<file path="src/rtl/gpr_wr_arbiter_pkg.sv">
// Shared definitions for the GPR write path.
// Holds the register-file geometry (also used by the gpr module), the
// register-zero constant and the grant-source encoding of the arbiter.
package gpr_wr_arbiter_pkg;
  localparam int GPR_AW = 5;
  localparam int GPR_DW = 32;
  localparam logic [GPR_AW-1:0] GPR_ZERO = '0;

  // Which source drives the gpr write port this cycle.
  typedef enum logic [1:0] {
    GNT_NONE,
    GNT_A,     // writeback stage
    GNT_HEAD,  // oldest queued MD result
    GNT_BYP    // MD result written straight through, FIFO empty
  } gnt_e;
endpackage

</file>
<file path="src/rtl/gpr_wr_arbiter_if.sv">
// Bus bundle between requesters / hazard unit / gpr and the write arbiter.
//   a_*      : writeback-stage write request (a_ready back)
//   b_*      : multiply/divide result (b_ready back)
//   q_rs/rt  : hazard-unit query addresses, pend_rs/rt answers
//   gpr_*    : the register file's single write port
// master = environment side, slave = arbiter side.
interface gpr_wr_arbiter_if
  import gpr_wr_arbiter_pkg::*;
#(
  parameter int AW = GPR_AW,
  parameter int DW = GPR_DW
);
  logic          a_valid, a_ready;
  logic [AW-1:0] a_rd;
  logic [DW-1:0] a_wd;
  logic          b_valid, b_ready;
  logic [AW-1:0] b_rd;
  logic [DW-1:0] b_wd;
  logic [AW-1:0] q_rs, q_rt;
  logic          pend_rs, pend_rt;
  logic          gpr_we;
  logic [AW-1:0] gpr_rd;
  logic [DW-1:0] gpr_wd;

  modport master (
    output a_valid, a_rd, a_wd, b_valid, b_rd, b_wd, q_rs, q_rt,
    input  a_ready, b_ready, pend_rs, pend_rt, gpr_we, gpr_rd, gpr_wd
  );
  modport slave (
    input  a_valid, a_rd, a_wd, b_valid, b_rd, b_wd, q_rs, q_rt,
    output a_ready, b_ready, pend_rs, pend_rt, gpr_we, gpr_rd, gpr_wd
  );
endinterface

</file>
<file path="src/rtl/gpr_wr_arbiter_wr_fifo.sv">
// wr_fifo: small synchronous FIFO of pending MD writes {rd, wd}.
// Ports: clk, rst (sync, active-low); push_i/wrd_i/wwd_i enqueue;
// pop_i dequeues; head_rd_o/head_wd_o oldest entry; count_o occupancy;
// vld_o/addr_o per-slot valid + destination for the scoreboard compare.
// Caller must never push when full nor pop when empty.
module wr_fifo
  import gpr_wr_arbiter_pkg::*;
#(
  parameter int DEPTH = 2,
  parameter int AW    = GPR_AW,
  parameter int DW    = GPR_DW,
  localparam int PW   = $clog2(DEPTH),
  localparam int CW   = PW + 1
) (
  input  logic                     clk,
  input  logic                     rst,
  input  logic                     push_i,
  input  logic [AW-1:0]            wrd_i,
  input  logic [DW-1:0]            wwd_i,
  input  logic                     pop_i,
  output logic [AW-1:0]            head_rd_o,
  output logic [DW-1:0]            head_wd_o,
  output logic [CW-1:0]            count_o,
  output logic [DEPTH-1:0]         vld_o,
  output logic [DEPTH-1:0][AW-1:0] addr_o
);
  logic [DEPTH-1:0][AW-1:0] rd_q;
  logic [DEPTH-1:0][DW-1:0] wd_q;
  logic [DEPTH-1:0]         vld_q;
  logic [PW-1:0]            wptr_q, rptr_q;
  logic [CW-1:0]            cnt_q;

  always_ff @(posedge clk) begin
    if (!rst) begin
      wptr_q <= '0;
      rptr_q <= '0;
      cnt_q  <= '0;
      vld_q  <= '0;
    end else begin
      // push never targets the slot being popped (no push when full)
      if (push_i) begin
        vld_q[wptr_q] <= 1'b1;
        wptr_q        <= wptr_q + 1'b1;
      end
      if (pop_i) begin
        vld_q[rptr_q] <= 1'b0;
        rptr_q        <= rptr_q + 1'b1;
      end
      case ({push_i, pop_i})
        2'b10:   cnt_q <= cnt_q + 1'b1;
        2'b01:   cnt_q <= cnt_q - 1'b1;
        default: cnt_q <= cnt_q;
      endcase
    end
  end

  // payload needs no reset: qualified by vld_q
  always_ff @(posedge clk) begin
    if (push_i) begin
      rd_q[wptr_q] <= wrd_i;
      wd_q[wptr_q] <= wwd_i;
    end
  end

  assign head_rd_o = rd_q[rptr_q];
  assign head_wd_o = wd_q[rptr_q];
  assign count_o   = cnt_q;
  assign vld_o     = vld_q;
  assign addr_o    = rd_q;
endmodule

</file>
<file path="src/rtl/gpr_wr_arbiter.sv">
// gpr_wr_arbiter: shares the GPR write port between the writeback stage
// (A, priority, never buffered) and the MD unit (B, buffered in wr_fifo),
// with a starvation guard for queued B results and a pending-write
// scoreboard for the hazard unit.
// Ports: clk, rst (sync, active-low), bus (gpr_wr_arbiter_if.slave).
module gpr_wr_arbiter
  import gpr_wr_arbiter_pkg::*;
#(
  parameter int DEPTH        = 2,
  parameter int STARVE_LIMIT = 4,
  parameter int AW           = GPR_AW,
  parameter int DW           = GPR_DW
) (
  input  logic clk,
  input  logic rst,
  gpr_wr_arbiter_if.slave bus
);
  localparam int CW = $clog2(DEPTH) + 1;
  localparam int SW = $clog2(STARVE_LIMIT + 1);

  logic [CW-1:0]            count;
  logic [DEPTH-1:0]         ent_vld;
  logic [DEPTH-1:0][AW-1:0] ent_rd;
  logic [AW-1:0]            head_rd;
  logic [DW-1:0]            head_wd;
  logic [SW-1:0]            starve_q, starve_d;
  logic fifo_empty, stall, b_rdy, eff_a, eff_b_acc, push, pop;
  logic hit_rs, hit_rt;
  gnt_e gnt;

  assign fifo_empty = (count == '0);
  assign stall      = (starve_q == SW'(STARVE_LIMIT));
  assign b_rdy      = rst & (count < CW'(DEPTH));
  assign eff_a      = bus.a_valid & (bus.a_rd != '0);
  // accepted B that actually needs a write (rd==0 is accepted and dropped)
  assign eff_b_acc  = bus.b_valid & b_rdy & (bus.b_rd != '0);

  always_comb begin
    gnt = GNT_NONE;
    if (!rst)               gnt = GNT_NONE;
    else if (stall)         gnt = fifo_empty ? GNT_NONE : GNT_HEAD;
    else if (eff_a)         gnt = GNT_A;
    else if (!fifo_empty)   gnt = GNT_HEAD;
    else if (eff_b_acc)     gnt = GNT_BYP;
  end

  assign pop  = (gnt == GNT_HEAD);
  assign push = eff_b_acc & (gnt != GNT_BYP);

  always_comb begin
    bus.gpr_we = 1'b0;
    bus.gpr_rd = '0;
    bus.gpr_wd = '0;
    case (gnt)
      GNT_A:    begin bus.gpr_we = 1'b1; bus.gpr_rd = bus.a_rd; bus.gpr_wd = bus.a_wd; end
      GNT_HEAD: begin bus.gpr_we = 1'b1; bus.gpr_rd = head_rd;  bus.gpr_wd = head_wd;  end
      GNT_BYP:  begin bus.gpr_we = 1'b1; bus.gpr_rd = bus.b_rd; bus.gpr_wd = bus.b_wd; end
      default:  ;
    endcase
  end

  assign bus.a_ready = ~stall | ~rst;
  assign bus.b_ready = b_rdy;

  // Counts A wins that overtake a waiting head; a pop or empty FIFO
  // means nobody is being starved.
  always_comb begin
    starve_d = starve_q;
    if (pop || fifo_empty)                                 starve_d = '0;
    else if (gnt == GNT_A && starve_q != SW'(STARVE_LIMIT)) starve_d = starve_q + 1'b1;
  end

  always_ff @(posedge clk) begin
    if (!rst) starve_q <= '0;
    else      starve_q <= starve_d;
  end

  always_comb begin
    hit_rs = 1'b0;
    hit_rt = 1'b0;
    for (int i = 0; i < DEPTH; i++) begin
      hit_rs = hit_rs | (ent_vld[i] & (ent_rd[i] == bus.q_rs));
      hit_rt = hit_rt | (ent_vld[i] & (ent_rd[i] == bus.q_rt));
    end
  end

  assign bus.pend_rs = rst & (bus.q_rs != '0) & hit_rs;
  assign bus.pend_rt = rst & (bus.q_rt != '0) & hit_rt;

  wr_fifo #(.DEPTH(DEPTH), .AW(AW), .DW(DW)) u_fifo (
    .clk       (clk),
    .rst       (rst),
    .push_i    (push),
    .wrd_i     (bus.b_rd),
    .wwd_i     (bus.b_wd),
    .pop_i     (pop),
    .head_rd_o (head_rd),
    .head_wd_o (head_wd),
    .count_o   (count),
    .vld_o     (ent_vld),
    .addr_o    (ent_rd)
  );
endmodule

</file>
<file path="src/flat_wrapper.sv">
// flat-port wrapper written by rule: the top's interface ports become plain ports
module gpr_wr_arbiter_flat import gpr_wr_arbiter_pkg::*;
#(
  parameter int DEPTH        = 2,
  parameter int STARVE_LIMIT = 4,
  parameter int AW           = GPR_AW,
  parameter int DW           = GPR_DW
)
  (clk, rst, bus_a_valid, bus_a_rd, bus_a_wd, bus_b_valid, bus_b_rd, bus_b_wd, bus_q_rs, bus_q_rt, bus_a_ready, bus_b_ready, bus_pend_rs, bus_pend_rt, bus_gpr_we, bus_gpr_rd, bus_gpr_wd);
  gpr_wr_arbiter_if #(.AW(AW), .DW(DW)) bus_i ();
  input  logic clk;
  input  logic rst;
  input wire logic [$bits(bus_i.a_valid)-1:0] bus_a_valid;
  input wire logic [$bits(bus_i.a_rd)-1:0] bus_a_rd;
  input wire logic [$bits(bus_i.a_wd)-1:0] bus_a_wd;
  input wire logic [$bits(bus_i.b_valid)-1:0] bus_b_valid;
  input wire logic [$bits(bus_i.b_rd)-1:0] bus_b_rd;
  input wire logic [$bits(bus_i.b_wd)-1:0] bus_b_wd;
  input wire logic [$bits(bus_i.q_rs)-1:0] bus_q_rs;
  input wire logic [$bits(bus_i.q_rt)-1:0] bus_q_rt;
  output wire logic [$bits(bus_i.a_ready)-1:0] bus_a_ready;
  output wire logic [$bits(bus_i.b_ready)-1:0] bus_b_ready;
  output wire logic [$bits(bus_i.pend_rs)-1:0] bus_pend_rs;
  output wire logic [$bits(bus_i.pend_rt)-1:0] bus_pend_rt;
  output wire logic [$bits(bus_i.gpr_we)-1:0] bus_gpr_we;
  output wire logic [$bits(bus_i.gpr_rd)-1:0] bus_gpr_rd;
  output wire logic [$bits(bus_i.gpr_wd)-1:0] bus_gpr_wd;
  assign bus_i.a_valid = bus_a_valid;
  assign bus_i.a_rd = bus_a_rd;
  assign bus_i.a_wd = bus_a_wd;
  assign bus_i.b_valid = bus_b_valid;
  assign bus_i.b_rd = bus_b_rd;
  assign bus_i.b_wd = bus_b_wd;
  assign bus_i.q_rs = bus_q_rs;
  assign bus_i.q_rt = bus_q_rt;
  assign bus_a_ready = bus_i.a_ready;
  assign bus_b_ready = bus_i.b_ready;
  assign bus_pend_rs = bus_i.pend_rs;
  assign bus_pend_rt = bus_i.pend_rt;
  assign bus_gpr_we = bus_i.gpr_we;
  assign bus_gpr_rd = bus_i.gpr_rd;
  assign bus_gpr_wd = bus_i.gpr_wd;
  gpr_wr_arbiter #(.DEPTH(DEPTH), .STARVE_LIMIT(STARVE_LIMIT), .AW(AW), .DW(DW)) u_core (.clk(clk), .rst(rst), .bus(bus_i));
endmodule
</file>
<file path="config.mk">
export PLATFORM = sky130hd
export DESIGN_NAME = gpr_wr_arbiter_flat
export DESIGN_NICKNAME = d
export VERILOG_FILES = /design/src/rtl/gpr_wr_arbiter_pkg.sv /design/src/rtl/gpr_wr_arbiter_if.sv /design/src/rtl/gpr_wr_arbiter_wr_fifo.sv /design/src/rtl/gpr_wr_arbiter.sv /design/src/flat_wrapper.sv
export SDC_FILE = /design/constraint.sdc
export NUM_CORES = 1
export LEC_CHECK = 0
export ABC_CLOCK_PERIOD_IN_PS = 14500
export CAP_MARGIN = 20
export CORE_MARGIN = 4
export CORE_UTILIZATION = 54
export CTS_BUF_LIST = sky130_fd_sc_hd__clkbuf_4 sky130_fd_sc_hd__clkbuf_8
export CTS_CLUSTER_DIAMETER = 150
export DETAILED_ROUTE_END_ITERATION = 12
export PLACE_DENSITY = 0.89
export SYNTH_ARGS = -nofsm -noshare
export SYNTH_HDL_FRONTEND = slang
export SYNTH_SLANG_ARGS = --single-unit
</file>
<file path="constraint.sdc">
create_clock -name clk -period 14.5 [get_ports clk]
set_input_delay 2.9 -clock clk [delete_from_list [all_inputs] [get_ports clk]]
set_output_delay 2.9 -clock clk [all_outputs]
set_load 0.005 [all_outputs]
</file>
==> impl_metrics.yaml <==
final_layout:
  final_common_cell: "clkdlybuf4s50_1"
  insertedDiodeCount: 0
  finalCoreUtilization_pct: 75.17
  fillers: 562
  drive_above_1_share_pct: 10.52
  fin_nets: 609
  final_cell_mix: "clkdlybuf4s50_1 (129), edfxtp_1 (74), nand3_1 (30)"
  syn_to_final_growth_pct: 34.70
routing:
  viasPerCell: 6.468
  drtAntennaViolNets: 0
  vias: 4062
  wire_per_inst_um: 20.77
  drt-total-wl_um: 13040
  drt_iter0_markers: 358
  drc: 0
  drt_first_pass_iters: 4
cts:
  cts.clk_slew.worst_paths_ns: 0.07
  cts_buffers: 9
  cts_setup_buffers: 0
  worstSkewPairLatency_ns: 0.36
  cts-root-buf: "clkbuf_8"
  hold_buffers: 0
  cts.repair.resized: 0
  cts_sinks: 83
  cts_tree: "built"
  cts_max_path_buffers: 2
  cts_htree_levels: 3
setup_path:
  worstReg2RegStart: "u_core.u_fifo.count_o[0]$_SDFFE_PN0P_"
  crit_family: "buffers and inverters"
  cp_common_cell: "clkdlybuf4s50_1"
  crit_chain: "clkdlybuf4s50_1 > and3b_1 > o21a_1 > o31ai_4 > buf_6 > a31oi_1 > clkdlybuf4s50_1"
  cp-start-kind: "primary input"
  required_ns: 11.60
  worstPathArrival_ns: 6.15
  r2r_cells: 5
  reg2reg_to: "u_core.u_fifo.addr_o[1]$_DFFE_PP_"
  end_kind: "output port"
  r2r_setup_slack_ns: 11.13
  crit_type: "in -> out"
  critPathMaxFanout: 23
  worst_path_largest_cell_delay_ns: 0.79
  cpMaxStageDelayCell: "o21a_1"
  path_buf_inv: 3
synth:
  async_flop_share_pct: 0
  ys.warnings.count: 0
  synth-edff-count: 74
  synth_flop_cell: "edfxtp_1"
  yosys.area.top_type_share_pct: 48.22
  netlist_instances: 402
  synth_fp_nets: 493
  postSynthAreaPerCell_um2: 11.46
  ys_types: 44
  synth_area_um2: 4608
  synth.largest_area_cell: "edfxtp_1"
  ys_ff_latch: 83
  ys_seq_area_share_pct: 52.13
  ys_top_cells_by_area: "edfxtp_1 (48%), mux2_2 (4.6%), mux2i_1 (4.3%)"
die:
  die_width_um: 100.4
  dieHeight_um: 100.4
  pin_count: 130
  rows: 33
  initial_core_util_pct: 55.80
  die-area_um2: 10080
  core_area_um2: 8258
pwr:
  cellInternalPower_uw: 455.2
  p_comb_share_pct: 25.8
  total_power_uw: 629.5
  pwr-share-seq_pct: 45.4
  ir_drop_uv: 60.87
  pwr-share-clk_pct: 28.8
  swShare_pct: 27.70
  p_leak_uw: 0.002002
  power_density_nw_per_um2: 101.4
  switchingPower_uw: 174.4
global_route:
  grt-ovfl-total: 0
  grt_pass1_vias: 4021
  grt_antenna_before_repair: 0
  grt_pass1_wl_um: 19780
  grtUsageTotal_pct: 25.09
  grt_max_degree: 45
place:
  gp_congestion: 0.9874
  place_ws_ns: 5.254
  dp_hpwl_um: 8900
  port_buffers: 129
worst_hold_path:
  hp-class: "reg -> reg"
  whs_endpoint: "u_core.starve_q[0]$_SDFFE_PP0P_"
  min_path_cells: 1
  hold_start: "u_core.starve_q[0]$_SDFFE_PP0P_"
timing:
  tns_ns: 0
  slew_viol_final: 0
  fin_crit_sh_pct: 62.43
  worst_pin_slew_ns: 1.116
  max_freq_mhz: 110.5
  rsz0062_at_grt: "false"
  layout_min_cycle_time_ns: 9.052
  setup_violations: 0
  finalHoldViolations: 0
  slew_headroom_pct: 25.62
  worst_slack_ns: 5.448
  finClkSkew_ns: 0.006719
flow_run:
  drv_cap: 0
status:
  status: "completed"
==> worst register-to-register path: stages, from the launching register on <==
cell,delay [ns]
dfxtp_1,0.44
or2_1,0.85
a21oi_2,0.24
buf_4,0.31
a211oi_4,0.69
buf_4,0.48
==> cell usage after synthesis (2+ instances only) <==
library cell	instances
nand3_1	30
ha_1	3
nand4_1	25
a21oi_1	8
a221o_1	12
xor2_1	17
nand2_1	6
mux2i_1	20
clkbuf_1	20
or4_1	7
buf_6	2
nor4_1	4
o21a_1	2
edfxtp_1	74
nor3_1	16
o22ai_1	3
or3_1	3
mux2_2	19
and2_1	20
inv_1	4
o21ai_1	2
buf_2	11
a211oi_1	6
a22oi_1	19
dfxtp_1	9
nor2_1	7
a31oi_1	27
xnor2_1	6
o21ai_0	5
==> state kept, by name, summed over array words and instances, names as in the netlist <==
signal                 flops
u_core.u_fifo.rptr_q       1
u_core.starve_q            3
u_core.u_fifo.vld_o        2
u_core.u_fifo.count_o      2
u_core.u_fifo.wd_q        64
u_core.u_fifo.wptr_q       1
u_core.u_fifo.addr_o      10
==> how the worst max path moves through the flow <==
stage / from / endpoint / slack [ns] / depth (start not counted)
after floorplan: bus_b_rd[0] / bus_gpr_rd[0] / 7.33 / 5
after global placement: rst / bus_gpr_wd[31] / 5.46 / 7
after detailed placement: rst / bus_gpr_wd[7] / 5.25 / 7
after CTS: rst / bus_gpr_wd[7] / 5.24 / 7
after global routing: rst / bus_gpr_wd[9] / 5.29 / 7
final: rst / bus_gpr_wd[22] / 5.45 / 7
==> power by group through the flow <==
| stage | Clock [uW] | Combinational (uW) | Sequential, uW |
|---|---|---|---|
| 2_1_floorplan | 0 | 88.0 | 284 |
| 6_report | 181 | 162 | 286 |
| 4_1_cts | 181 | 159 | 286 |
| 3_5_place_dp | 0 | 157 | 291 |
| 5_1_grt | 191 | 173 | 287 |
| 3_3_place_gp | 0 | 154 | 290 |
==> layer usage <==
layer | wire [um] | part of all wire (%) | track usage [%] | up-vias
li1 | - | - | - | 1844
met5 | 0 | 0 | 0 | -
met3 | 1120 | 8.6 | 4.656 | 34
met2 | 6494 | 50 | 42.05 | 252
met1 | 5022 | 39 | 31.30 | 1932
met4 | 406 | 3.1 | 12.02 | 0
==> area by class of cell <==
cell class / instances / area, um^2 / share of cell area [%]
multi-input cells: 281 / 2069 / 33.34
repair buffers: 138 / 1368 / 22.03
well taps: 105 / 131.4 / 2.117
clock inverters: 5 / 77.57 / 1.250
flip-flops and latches: 83 / 2404 / 38.72
inverters: 5 / 18.77 / 0.3024
clock buffers: 11 / 138.9 / 2.237
==> through the flow <==
step	instance area [um^2]	hold WS [ns]	cells
2_1_floorplan	4608	0.4278	402
5_1_grt	6207	0.5140	628
3_5_place_dp	5959	0.4819	609
6_report	6207	0.4951	628
3_3_place_gp	5959	0.4379	609
4_1_cts	6176	0.4969	625
==> kinds of logic (layout without fill, tap and decap cells) <==
family | Yosys count | in the layout | share of synthesized area, %
xor gates and xnor gates | 23 | 23 | 4.371
and+or+nand+nor | 123 | 123 | 15.15
AOI/OAI and AO/OA | 93 | 93 | 14.82
buffers and inverters | 38 | 159 | 3.719
adders and majority gates | 3 | 3 | 0.8146
DFF | 83 | 83 | 52.13
muxes | 39 | 39 | 8.987
No activity file was read; power rests on OpenSTA's default activity.
